[config.mk]
export PLATFORM = sky130hd
export DESIGN_NAME = song_frame_sequencer
export DESIGN_NICKNAME = d
export VERILOG_FILES = /design/src/rtl/song_frame_sequencer.sv
export SDC_FILE = /design/constraint.sdc
export NUM_CORES = 1
export LEC_CHECK = 0
export BUFFER_PORTS_ARGS = -buffer_cell sky130_fd_sc_hd__buf_2
export CAP_MARGIN = 20
export CORE_MARGIN = 10
export CORE_UTILIZATION = 35
export CTS_BUF_LIST = sky130_fd_sc_hd__clkbuf_8
export DETAILED_ROUTE_END_ITERATION = 10
export PLACE_DENSITY = 0.59
export RECOVER_POWER = 25
export SYNTH_ARGS = -nofsm -noshare
export SYNTH_HDL_FRONTEND = slang
export SYNTH_SLANG_ARGS = --single-unit
[constraint.sdc]
create_clock -name clock_50Mhz -period 4.2 [get_ports clock_50Mhz]
set_input_delay 0.63 -clock clock_50Mhz [delete_from_list [all_inputs] [get_ports clock_50Mhz]]
set_output_delay 0.63 -clock clock_50Mhz [all_outputs]
set_load 0.01 [all_outputs]
[src/rtl/song_frame_sequencer.sv]
// ---------------------------------------------------------------------------
// SongFrameSequencer (top: song_frame_sequencer)
//
// Plays a song image stored in ROM frame by frame for the MusicBox PlaySong
// states. Each frame holds CHANNELS (frequency, amplitude) word pairs, which
// are fetched into shadow registers and then committed to the channel buses
// in a single cycle. A new frame is committed every FRAME_MS ticks of the
// 1 kHz strobe.
//
// Ports:
//   clock_50Mhz        system clock
//   reset_n            asynchronous active-low reset
//   tick_1khz          one-cycle 1 kHz strobe
//   start              begin playback from frame 0 (from IDLE or DONE)
//   abort              stop playback (PRIME or RUN)
//   loop_en            wrap to frame 0 after the last frame
//   rom_index          ROM read address
//   rom_data           ROM read data, valid ROM_LATENCY cycles after address
//   channel_frequency  channel k at [k*FREQ_W +: FREQ_W]
//   channel_amplitude  channel k at [k*AMP_W +: AMP_W]
//   output_active      a frame is being played
//   state_complete     song finished or aborted (level)
//   current_frame      index of the frame on the channel buses
//   busy               priming or running
//
// Optional feature macro: SONG_FRAME_SEQUENCER_END_MARKER_EN
//   When defined, a channel-0 frequency word of 16'hFFFF ends the song.
// ---------------------------------------------------------------------------
module song_frame_sequencer #(
  parameter int CHANNELS    = 3,
  parameter int FREQ_W      = 14,
  parameter int AMP_W       = 8,
  parameter int ROM_ADDR_W  = 16,
  parameter int ROM_LATENCY = 1,
  parameter int FRAME_MS    = 10,
  parameter int FRAME_COUNT = 184,
  parameter int BASE_ADDR   = 0
) (
  input  logic                       clock_50Mhz,
  input  logic                       reset_n,
  input  logic                       tick_1khz,
  input  logic                       start,
  input  logic                       abort,
  input  logic                       loop_en,
  output logic [ROM_ADDR_W-1:0]      rom_index,
  input  logic [15:0]                rom_data,
  output logic [CHANNELS*FREQ_W-1:0] channel_frequency,
  output logic [CHANNELS*AMP_W-1:0]  channel_amplitude,
  output logic                       output_active,
  output logic                       state_complete,
  output logic [15:0]                current_frame,
  output logic                       busy
);

  localparam int NWORDS   = 2 * CHANNELS;
  localparam int LAST_CNT = NWORDS + ROM_LATENCY - 1;
  localparam int MS_W     = (FRAME_MS > 1) ? $clog2(FRAME_MS) : 1;
  localparam logic [15:0] LAST_FRAME = 16'(FRAME_COUNT - 1);

  typedef enum logic [1:0] {IDLE, PRIME, RUN, DONE} state_t;

  state_t                     r_state;
  state_t                     w_nextState;
  logic                       r_fetchBusy;
  logic                       r_fetchDone;
  logic [5:0]                 r_fetchCnt;
  logic [15:0]                r_framePtr;
  logic [CHANNELS*FREQ_W-1:0] r_shadowFreq;
  logic [CHANNELS*AMP_W-1:0]  r_shadowAmp;
  logic [MS_W-1:0]            r_msCnt;

  logic                       w_marker;
  logic                       w_expire;
  logic                       w_launch;
  logic                       w_commit;
  logic                       w_toDone;
  logic                       w_restart;
  logic                       w_msInc;
  logic [15:0]                w_launchFrame;
  logic [15:0]                w_nextFrame;
  logic [5:0]                 w_capIdx;
  logic [ROM_ADDR_W-1:0]      w_launchAddr;
  logic                       w_unusedRomBits;

  // Upper data bits beyond the field widths are intentionally ignored.
  assign w_unusedRomBits = ^rom_data;

  assign busy         = (r_state == PRIME) || (r_state == RUN);
  assign w_expire     = tick_1khz && (r_msCnt == MS_W'(FRAME_MS - 1));
  // Frame after the one held in the shadow; wraps so a looping song can
  // prefetch frame 0 before loop_en is sampled at expiry.
  assign w_nextFrame  = (r_framePtr == LAST_FRAME) ? 16'd0 : r_framePtr + 16'd1;
  assign w_capIdx     = r_fetchCnt - 6'(ROM_LATENCY);
  assign w_launchAddr = ROM_ADDR_W'(BASE_ADDR)
                      + ROM_ADDR_W'(w_launchFrame) * ROM_ADDR_W'(NWORDS);

`ifdef SONG_FRAME_SEQUENCER_END_MARKER_EN
  logic r_marker;

  // Channel-0 frequency word is the first word captured by each fetch.
  always_ff @(posedge clock_50Mhz or negedge reset_n) begin
    if (!reset_n) begin
      r_marker <= 1'b0;
    end else if (w_launch) begin
      r_marker <= 1'b0;
    end else if (r_fetchBusy && (r_fetchCnt == 6'(ROM_LATENCY))) begin
      r_marker <= (rom_data == 16'hFFFF);
    end
  end

  assign w_marker = r_marker;
`else
  assign w_marker = 1'b0;
`endif

  // Next-state and control strobes. abort is checked first in PRIME/RUN so
  // it wins over expiry and start.
  always_comb begin
    w_nextState   = r_state;
    w_launch      = 1'b0;
    w_launchFrame = 16'd0;
    w_commit      = 1'b0;
    w_toDone      = 1'b0;
    w_restart     = 1'b0;
    w_msInc       = 1'b0;
    case (r_state)
      IDLE, DONE: begin
        if (start) begin
          w_nextState = PRIME;
          w_launch    = 1'b1;
          w_restart   = 1'b1;
        end
      end
      PRIME: begin
        if (abort) begin
          w_nextState = DONE;
          w_toDone    = 1'b1;
        end else if (r_fetchDone) begin
          if (w_marker) begin
            w_nextState = DONE;
            w_toDone    = 1'b1;
          end else begin
            w_nextState   = RUN;
            w_commit      = 1'b1;
            w_launch      = 1'b1;
            w_launchFrame = w_nextFrame;
          end
        end
      end
      RUN: begin
        if (abort) begin
          w_nextState = DONE;
          w_toDone    = 1'b1;
        end else if (w_expire) begin
          if (((current_frame == LAST_FRAME) && !loop_en) || (r_fetchDone && w_marker)) begin
            w_nextState = DONE;
            w_toDone    = 1'b1;
          end else if (r_fetchDone) begin
            w_commit      = 1'b1;
            w_launch      = 1'b1;
            w_launchFrame = w_nextFrame;
          end
        end else if (tick_1khz) begin
          w_msInc = 1'b1;
        end
      end
      default: w_nextState = IDLE;
    endcase
  end

  // State register, fetch engine and committed outputs. The fetch engine
  // walks rom_index through the frame and captures word (cnt - ROM_LATENCY)
  // on each cycle once the ROM pipeline has filled.
  always_ff @(posedge clock_50Mhz or negedge reset_n) begin
    if (!reset_n) begin
      r_state           <= IDLE;
      r_fetchBusy       <= 1'b0;
      r_fetchDone       <= 1'b0;
      r_fetchCnt        <= '0;
      r_framePtr        <= '0;
      r_shadowFreq      <= '0;
      r_shadowAmp       <= '0;
      r_msCnt           <= '0;
      rom_index         <= '0;
      channel_frequency <= '0;
      channel_amplitude <= '0;
      output_active     <= 1'b0;
      state_complete    <= 1'b0;
      current_frame     <= '0;
    end else begin
      r_state <= w_nextState;

      if (w_launch) begin
        r_fetchBusy <= 1'b1;
        r_fetchDone <= 1'b0;
        r_fetchCnt  <= '0;
        r_framePtr  <= w_launchFrame;
        rom_index   <= w_launchAddr;
      end else if (w_toDone) begin
        r_fetchBusy <= 1'b0;
        r_fetchDone <= 1'b0;
      end else if (r_fetchBusy) begin
        if (r_fetchCnt == 6'(LAST_CNT)) begin
          r_fetchBusy <= 1'b0;
          r_fetchDone <= 1'b1;
        end else begin
          r_fetchCnt <= r_fetchCnt + 6'd1;
        end
        if (r_fetchCnt < 6'(NWORDS - 1)) begin
          rom_index <= rom_index + ROM_ADDR_W'(1);
        end
        if (r_fetchCnt >= 6'(ROM_LATENCY)) begin
          for (int k = 0; k < CHANNELS; k++) begin
            if (w_capIdx == 6'(2 * k)) begin
              r_shadowFreq[k*FREQ_W +: FREQ_W] <= rom_data[FREQ_W-1:0];
            end
            if (w_capIdx == 6'(2 * k + 1)) begin
              r_shadowAmp[k*AMP_W +: AMP_W] <= rom_data[AMP_W-1:0];
            end
          end
        end
      end

      if (w_commit) begin
        channel_frequency <= r_shadowFreq;
        channel_amplitude <= r_shadowAmp;
        current_frame     <= r_framePtr;
        output_active     <= 1'b1;
      end
      if (w_toDone) begin
        channel_amplitude <= '0;
        output_active     <= 1'b0;
        state_complete    <= 1'b1;
      end
      if (w_restart) begin
        state_complete <= 1'b0;
        current_frame  <= '0;
      end

      if (w_commit) begin
        r_msCnt <= '0;
      end else if (w_msInc) begin
        r_msCnt <= r_msCnt + MS_W'(1);
      end
    end
  end

endmodule
==> flow_metrics.tcl, run 1 <==
set metrics [dict create \
    yosysUniqueCellTypes 65 \
    hold_class "primary input to flop" \
    yosys_warnings 0 \
    max-slew-margin-rel_pct -93.1 \
    min_period_over_period_pct 96.1 \
    fin_skew_ns 0.0295 \
    yosysSeqAreaShare_pct 52.9 \
    fp.dieW_um 183 \
    htree_num_levels 4 \
    antenna_found_initial 0 \
    ys_async_sr_fraction_pct 100 \
    outcome "finished, violations left" \
    synth-seq-cells 196 \
    vdd_drop_max_v 0.000278 \
    syn_area_um2 9270 \
    final_antenna_net_count 0 \
    wirelength_mm 24.6 \
    first_pass_iters 5 \
    hold_path_startpoint "rom_data[13]" \
    crit_path_start_kind "flop" \
    crit_path_end "rom_index[11]$_DFFE_PN0P_" \
    dieArea_um2 33400 \
    port_buffers 120 \
    cts_sinks 196 \
    io-pin-count 123 \
    synthCells 942 \
    power.density_nw_per_um2 524 \
    core-area_um2 26100 \
    grt_overflow 0 \
    synth_edf_count 0 \
    remaining_drc_errors 0 \
    setup_viol 0 \
    holdBufCountCts 0 \
    final_cell_count_no_fill 1419 \
    clock_path_buffers 2 \
    syn_to_final_growth_pct 18.6 \
    numCtsBuffers 17 \
    violations "capacitance limit, slew limit" \
    r2r-end "rom_index[11]$_DFFE_PN0P_" \
    initial_core_util_pct 35.6 \
    r2r.worst_path.cells 19 \
    drive_above_1_share_pct 26.7 \
    worstPathRequired_ns 4.59 \
    p_leak_nw 5.43 \
    die_y_um 183 \
    hpwl_mm 16.7 \
    period_needed_ns 4.03 \
    drt_iter0_drc 378 \
    synthFlopType "dfrtp_1" \
    first_global_vias 7228 \
    place.gp.congestion 0.850 \
    grt_use_total_pct 14.5 \
    grt_max_degree 110 \
    reg2reg_from "r_msCnt[1]$_DFFE_PN0P_" \
    dpl.cell_count 1380 \
    crit_arrival_ns 4.42 \
    clk_latency_ns 0.50 \
    cap_violations 1 \
    clk_pin_slew_ns 0.14 \
    cts_tree "yes" \
    synth_area_per_cell_um2 9.84 \
    cts_root_buffer "clkbuf_8" \
    hold_viol 0 \
    crit_type "flop to flop" \
    critPathCaptureType "flop" \
    critPathLaunch "r_msCnt[1]$_DFFE_PN0P_" \
    synth.net_count 984 \
    final_area_um2 11000 \
    wl_per_cell_um 17.3 \
    tightest_slew_ns 2.90 \
    diodes 0 \
    r2r_slack_ns 0.17 \
    rows 59 \
    fmax_mhz 248 \
    crit_fanout 4 \
    place_area_um2 10400 \
    num-nets-final 1113 \
    vias 7307 \
    grt_pass1_wl_mm 39.5 \
    finalMaxSlewViolations 110 \
    vias_per_cell 5.15 \
]
-- where the power goes --
group / switching, mW / leakage (nW) / total (mW) / internal [mW]
logic: 0.933 / 2.58 / 1.67 / 0.739
clock network: 0.893 / 0.225 / 1.39 / 0.498
registers: 0.314 / 2.62 / 2.70 / 2.38
-- cells in the final DEF, fill, tap and decap left out, types with 21 or more instances in the layout --
cell type and instances:
a21oi_1 46, buf_2 119, buf_4 36, dfrtp_1 196, mux2_2 63, nand2_1 248
nand3_1 24, nor2_1 39, o21ai_0 29, xnor2_1 21
-- layer usage --
metal | vias to the layer above | share of wire [%] | track usage [%]
li1 | 3473 | - | -
met1 | 3668 | 47 | 19.3
met2 | 146 | 47 | 23.2
met3 | 20 | 4.8 | 3.68
met4 | 0 | 1.3 | 3.68
met5 | - | 0 | 0
-- critical path, stage by stage (launching register included) --
cell and delay, ns:
dfrtp_1 0.41, inv_2 0.06, ha_2 0.17, and3b_1 0.17
a31oi_1 0.09, or4b_4 0.58, buf_6 0.14, or2_2 0.31
nor2_2 0.10, buf_6 0.13, ha_1 0.12, a21o_1 0.12
a21oi_2 0.08, a31oi_1 0.20, a21oi_2 0.06, o311a_1 0.38
buf_4 0.16, or3_1 0.37, a32oi_1 0.21, nor2_1 0.06
-- Yosys cell counts, types with 5 or more instances --
library cell  instances  area, µm²
ha_1                 19        238
o21ai_1               9       45.0
dfrtp_1             196       4900
and2_1                8       50.1
a31oi_1               7       43.8
nand4_1               7       43.8
nor3_1               13       65.1
inv_1                15       56.3
xor2_1               20        175
nand3_1              24        120
xnor2_1              21        184
nand2_1             248        931
o21ai_0              29        145
o31ai_1               8       60.1
a21oi_1              51        255
mux2_2               63        709
clkbuf_1             41        154
nand2b_1              5       31.3
or3_1                 9       56.3
nor2_1               45        169
a21o_1               13       97.6
and3_1                9       56.3
buf_1                 6       22.5
a211oi_1              5       37.5
-- through the flow --
step	util (%)	hold WS [ns]	power (mW)	setup TNS, ns	worst slack, ns
2_1_floorplan	-	0.334	3.75	0	0.0231
5_1_grt	42.2	0.370	6.15	-0.0429	-0.0263
3_3_place_gp	40.0	0.442	4.37	0	0.00676
4_1_cts	41.8	0.272	5.83	0	0.00580
3_5_place_dp	40.0	0.449	4.42	-0.137	-0.0825
6_report	42.2	0.391	5.76	0	0.166
-- state kept, by name, indices dropped and copies added, names as in the netlist, 2 cells and up --
signal,count
r_msCnt,4
r_fetchCnt,6
current_frame,16
rom_index,16
r_shadowFreq,42
channel_frequency,42
r_framePtr,16
r_shadowAmp,24
r_state,2
channel_amplitude,24
-- cell type report --
type,count,area (µm²)
fillers,2569,15100
clock buffers,17,234
flip-flops and latches,196,4900
repair buffers,159,898
multi-input cells,682,4260
inverters,15,56.3
clock inverters,15,228
well taps,335,419
-- how the worst min path moves through the flow --
stage                                                   end  slack, ns  cells after the start
after floorplan            channel_amplitude[0]$_DFFE_PN0P_       0.33                      0
final                          r_shadowFreq[27]$_DFFE_PN0P_       0.39                      2
after global routing           r_shadowFreq[27]$_DFFE_PN0P_       0.37                      2
after detailed placement  channel_frequency[18]$_DFFE_PN0P_       0.45                      2
after global placement    channel_frequency[26]$_DFFE_PN0P_       0.44                      2
after CTS                          rom_index[0]$_DFFE_PN0P_       0.27                      1
-- timing repair --
item                                   in CTS  in global routing
pin swaps                                   0                 14
endpoints found under the hold margin       0                  0
resized for setup                           1                 21
setup endpoints to repair                   1                  8
buffers inserted                            0                  7
-- kinds of logic after synthesis --
logic type      Yosys count  synth area share, %
compound gates          156                 10.7
xor+xnor                 41                 3.87
fa+ha+maj                21                 2.89
buf+inv                  64                 2.62
flops                   196                 52.9
mux                      69                 8.35
simple gates            395                 18.7
Power figures use the tool's default switching activity.
==> run 2: changes to the inputs <==
--- a/config.mk
+++ b/config.mk
@@ -11,6 +11,7 @@
 export CORE_UTILIZATION = 35
 export CTS_BUF_LIST = sky130_fd_sc_hd__clkbuf_8
 export DETAILED_ROUTE_END_ITERATION = 10
+export MAX_ROUTING_LAYER = met4
 export PLACE_DENSITY = 0.59
 export RECOVER_POWER = 25
 export SYNTH_ARGS = -nofsm -noshare
==> run 2 against run 1 <==
  * The run still ends with capacitance limit, slew limit left
  * Die area unchanged
  * Combinational power about the same
  * Via count grew 0.21%
  * Clock power is essentially flat
  * Highest routed layer unchanged
  * Core utilization unchanged
  * Flip-flop and latch count did not move
  * Count of clock-buffer cells in the layout unchanged
  * Sequential power hardly changed
  * Non-clock buffer count unchanged
  * Sequential share of layout area did not move
  * Clock skew up 0.0028 ns
  * Worst setup slack gained 0.020 ns
==> flow_metrics.tcl, run 2 (synthesis gave the netlist of run 1 again) <==
set metrics [dict create \
    outcome "finished, violations left" \
    violations "capacitance limit, slew limit" \
    min_period_over_period_pct 95.6 \
    fin_skew_ns 0.0324 \
    tightest_slew_ns 2.93 \
    fmax_mhz 249 \
    final_common_cell "nand2_1" \
    clk_pin_slew_ns 0.14 \
    first_global_vias 7230 \
    hold_viol 0 \
    dieArea_um2 33400 \
    die_y_um 183 \
    final_antenna_net_count 0 \
    antenna_found_initial 0 \
    place_area_um2 10400 \
    multi_input_area_um2 4260 \
    numCtsBuffers 17 \
    fp.dieW_um 183 \
    cts_tree "yes" \
    crit_path_max_incr_delay_ns 0.58 \
    hpwl_mm 16.7 \
    clock_path_buffers 2 \
    syn_to_final_growth_pct 18.6 \
    grt.busiest_layer "met2" \
    num-nets-final 1113 \
    drive_above_1_share_pct 26.7 \
    met3_usage_pct 2.99 \
    reg2reg_from "r_msCnt[1]$_DFFE_PN0P_" \
    setup_viol 0 \
    htree_num_levels 4 \
    crit_fanout 4 \
    grtUsageMet1_pct 19.7 \
    diodes 0 \
    vdd_drop_max_v 0.000279 \
    finalWorstSetupSlack_ns 0.186 \
    port_buffers 120 \
    worst_path_max_delay_cell "or4b_4" \
    cap_violations 1 \
    preCtsSetupSlack_ns -0.0825 \
    vias 7322 \
    period_needed_ns 4.01 \
    finalMaxSlewViolations 110 \
    clk_latency_ns 0.50 \
    initial_core_util_pct 35.6 \
    worstPathCellList "inv_2 > ha_2 > and3b_1 > a31oi_1 > or4b_4 > buf_6 > or2_2 > nor2_2 > buf_6 > ha_1 > a21o_1 > a21oi_2 > a31oi_1 > a21oi_2 > o311a_1 > buf_4 > or3_1 > a32oi_1 > nor2_1" \
    grt_max_degree 110 \
    grt_use_met2_pct 23.2 \
    cts_sinks 196 \
    wirelength_mm 24.6 \
    grt_pass1_wl_mm 39.5 \
    crit_type "flop to flop" \
    hold_class "primary input to flop" \
    largestRegisters "channel_frequency: 42 flops, r_shadowFreq: 42 flops" \
    crit_path_start_kind "flop" \
    grt_use_total_pct 14.9 \
    setup_tns_ns 0 \
    drt_iter0_drc 377 \
    critPathLaunch "r_msCnt[1]$_DFFE_PN0P_" \
    worstPathRequired_ns 4.59 \
    hold_path_startpoint "rom_data[13]" \
    cts_root_buffer "clkbuf_8" \
    vias_per_cell 5.16 \
    path_buf_inv 4 \
    p_leak_nw 5.43 \
    power.density_nw_per_um2 524 \
    rows 59 \
    wl_per_cell_um 17.4 \
    grt_overflow 0 \
    cp_top_family "simple AND/OR/NAND/NOR gates" \
    core-area_um2 26100 \
    seq_area_um2 4900 \
    fillers 2569 \
    crit_arrival_ns 4.41 \
    final_area_um2 11000 \
    final_cell_mix "nand2_1 (248), dfrtp_1 (196), buf_2 (119)" \
    io-pin-count 123 \
    max-slew-margin-rel_pct -95.3 \
    place.gp.congestion 0.863 \
    postLayoutCoreUtil_pct 42.2 \
    remaining_drc_errors 0 \
    critPathCaptureType "flop" \
    first_pass_iters 5 \
]
## run 2: cell counts in the layout (fill, tap and decap cells not counted)
Identical to the previous run, type by type.
## run 2: final timing paths
path / end / slack [ns] / cells after the start
max: rom_index[11]$_DFFE_PN0P_ / 0.19 / 19
min: r_shadowFreq[27]$_DFFE_PN0P_ / 0.39 / 2
max reg2reg: rom_index[11]$_DFFE_PN0P_ / 0.19 / 19
min reg2reg: channel_frequency[18]$_DFFE_PN0P_ / 0.47 / 2
max in group asynchronous: channel_frequency[5]$_DFFE_PN0P_ / 0.68 / 2
min in group asynchronous: rom_index[0]$_DFFE_PN0P_ / 1.02 / 1
## run 2: metrics by stage
| stage | power [mW] | instances | hold slack [ns] |
|---|---|---|---|
| 2_1_floorplan | 3.75 | 942 | 0.334 |
| 3_3_place_gp | 4.37 | 1380 | 0.442 |
| 3_5_place_dp | 4.42 | 1380 | 0.449 |
| 4_1_cts | 5.83 | 1412 | 0.272 |
| 5_1_grt | 6.15 | 1419 | 0.370 |
| 6_report | 5.76 | 1419 | 0.391 |
## run 2: repair_timing
action	in CTS	in global routing
setup buffers	0	7
hold buffers	0	0
endpoints found under the setup margin	1	8
resized for setup	1	21
pin swaps	0	14
## run 2: routing by layer
layer	wire, µm	vias up
met3	1040	16
met4	275	0
met2	11600	161
li1	-	3479
met1	11700	3666
met5	0	-
## run 2: power by group
| group | internal, mW | switching (mW) | leakage [nW] |
|---|---|---|---|
| logic | 0.739 | 0.935 | 2.58 |
| clock network | 0.498 | 0.896 | 0.225 |
| registers | 2.38 | 0.314 | 2.62 |
## run 2: cell type report
| cell class | count | share of cell area [%] |
|---|---|---|
| Sequential cell | 196 | 44.6 |
| Multi-Input combinational cell | 682 | 38.7 |
| Clock buffer | 17 | 2.13 |
| Tap cell | 335 | 3.81 |
| Clock inverter | 15 | 2.07 |
| Timing Repair Buffer | 159 | 8.17 |
| Inverter | 15 | 0.512 |
==> run 3: changes to the inputs <==
==> constraint.sdc (replaced) <==
create_clock -name clock_50Mhz -period 3.31 [get_ports clock_50Mhz]
set_input_delay 0.4965 -clock clock_50Mhz [delete_from_list [all_inputs] [get_ports clock_50Mhz]]
set_output_delay 0.4965 -clock clock_50Mhz [all_outputs]
set_load 0.01 [all_outputs]
==> run 3 against run 2 <==
  * The flow finishes with violations (capacitance limit, slew limit, setup timing)
  * Worst setup slack lost 0.74 ns
  * Final area grew 7.4%
  * Final cell count grew 5.8%
  * Highest routed layer unchanged
  * Core utilization grew 3.1 points
  * Global-route usage grew 0.78 points
  * Clock power grew 23%
  * Wire length grew 5.0%
  * Combinational power grew 37%
  * First-iteration DRC count grew 39%
  * Hold slack lost 0.11 ns
==> flow_metrics.tcl, run 3 (synthesis gave the netlist of run 1 again) <==
set metrics [dict create \
    htree_num_levels 4 \
    worstPathRequired_ns 3.69 \
    final_area_um2 11800 \
    critPathCaptureType "flop" \
    remaining_drc_errors 0 \
    setup_tns_ns -2.77 \
    first_pass_iters 5 \
    io-pin-count 123 \
    crit_path_max_incr_delay_ns 0.54 \
    finalPower_mw 7.43 \
    num-nets-final 1195 \
    largestRegisters "channel_frequency: 42 flops, r_shadowFreq: 42 flops" \
    grt_overflow 0 \
    cts_root_buffer "clkbuf_8" \
    holdBufCountCts 0 \
    period_needed_ns 3.86 \
    rsz0062_at_grt "yes" \
    holdWs_ns 0.280 \
    p_sw_mw 2.73 \
    numCtsBuffers 17 \
    dieArea_um2 33400 \
    grt_max_degree 72 \
    initial_core_util_pct 35.6 \
    first_global_vias 7759 \
    fmax_mhz 259 \
    diodes 0 \
    cts_sinks 196 \
    p_int_mw 4.70 \
    hold_viol 0 \
    vdd_drop_max_v 0.000321 \
    grt_pass1_wl_mm 42.0 \
    final_cell_count_no_fill 1501 \
    wirelength_mm 25.9 \
    crit_type "flop to flop" \
    hpwl_mm 18.2 \
    power.density_nw_per_um2 629 \
    fillers 2544 \
    crit_arrival_ns 4.24 \
    drt_iter0_drc 525 \
    final_antenna_net_count 0 \
    cts_tree "yes" \
    tightest_slew_ns 1.84 \
    vias 7642 \
    place.gp.congestion 0.870 \
    violations "capacitance limit, slew limit, setup timing" \
    final_cell_mix "nand2_1 (247), dfrtp_1 (196), buf_2 (119)" \
    clk_latency_ns 0.48 \
    p_sw_share_pct 36.7 \
    max-slew-margin-rel_pct -22.7 \
    syn_to_final_growth_pct 27.3 \
    core-area_um2 26100 \
    worstPathCellList "inv_2 > ha_4 > and3b_1 > a31oi_1 > or4b_4 > or3_4 > nor2_4 > ha_4 > fa_2 > a21oi_4 > o211ai_1 > a21oi_2 > a2111o_1 > and2_1 > or4_1 > a31oi_1" \
    postLayoutCoreUtil_pct 45.3 \
    fin_skew_ns 0.0329 \
    worst_path_max_delay_cell "or4b_4" \
    hold_class "primary input to flop" \
    clockPowerShare_pct 23.0 \
    final_common_cell "nand2_1" \
    antenna_found_initial 0 \
    wl_per_cell_um 17.2 \
    combPwrFrac_pct 30.8 \
    setup_viol 9 \
    crit_path_start_kind "flop" \
    r2r_slack_ns -0.55 \
    finalMaxSlewViolations 72 \
    vias_per_cell 5.09 \
    fp.dieW_um 183 \
    finalWorstSetupSlack_ns -0.552 \
    crit_fanout 4 \
    grt_use_total_pct 15.7 \
    clk_pin_slew_ns 0.14 \
    preCtsSetupSlack_ns -0.696 \
    seqPwrFrac_pct 46.2 \
    port_buffers 120 \
    outcome "finished, violations left" \
    clock_path_buffers 2 \
    p_leak_nw 5.90 \
    die_y_um 183 \
    cap_violations 1 \
    drive_above_1_share_pct 32.8 \
    rows 59 \
    place_area_um2 11100 \
    dpl.cell_count 1461 \
    min_period_over_period_pct 117 \
]
==> run 3: cell types whose count changed in the layout (fill, tap and decap cells not counted), sizes merged <==
cell	change
buf	+82
==> run 3: repair_timing <==
| action | 4_1_cts | 5_1_grt |
|---|---|---|
| endpoints found under the setup margin | 11 | 9 |
| buffers inserted | 5 | 3 |
| pin swaps | 31 | 11 |
| gates resized for setup | 28 | 9 |
==> run 3: critical path, delay by kind of cell, from the launching register on <==
family | cells | cell delay [ns]
DFF | 1 | 0.41
and+or+nand+nor | 6 | 1.77
adders and majority gates | 3 | 0.50
buffers and inverters | 1 | 0.08
AOI/OAI and AO/OA | 6 | 1.03
==> run 3: path summary, 6_finish.rpt <==
path / from / to / cells past startpoint
hold reg to reg: r_shadowFreq[27]$_DFFE_PN0P_ / channel_frequency[27]$_DFFE_PN0P_ / 2
min in group asynchronous: reset_n / rom_index[0]$_DFFE_PN0P_ / 1
hold / removal: rom_data[11] / r_shadowFreq[39]$_DFFE_PN0P_ / 2
setup reg to reg: r_msCnt[1]$_DFFE_PN0P_ / rom_index[12]$_DFFE_PN0P_ / 16
setup / recovery: r_msCnt[1]$_DFFE_PN0P_ / rom_index[12]$_DFFE_PN0P_ / 16
max in group asynchronous: reset_n / r_shadowFreq[34]$_DFFE_PN0P_ / 2
==> run 3: final cells by class <==
type | count | area, µm² | share of cell area (%)
sequential | 196 | 4900 | 41.5
inverter | 15 | 56.3 | 0.477
multi-input combinational | 682 | 4360 | 36.9
timing repair buffer | 241 | 1620 | 13.7
clock inverter | 15 | 210 | 1.78
clock buffer | 17 | 234 | 1.98
tap | 335 | 419 | 3.55
==> run 3: routing by layer <==
| metal | vias up | routed length, µm | global-route usage, % |
|---|---|---|---|
| met5 | - | 0 | - |
| met4 | 0 | 186 | 3.10 |
| met3 | 13 | 806 | 2.46 |
| met2 | 152 | 12500 | 25.2 |
| met1 | 3833 | 12300 | 20.8 |
| li1 | 3644 | - | - |
==> run 3: power by group through the flow <==
stage,registers [mW],logic (mW),clock network [mW]
3_5_place_dp,3.46,2.28,0
6_report,3.43,2.29,1.71
3_3_place_gp,3.44,2.24,0
4_1_cts,3.43,2.32,1.76
2_1_floorplan,3.47,1.30,0
5_1_grt,3.51,2.55,1.85
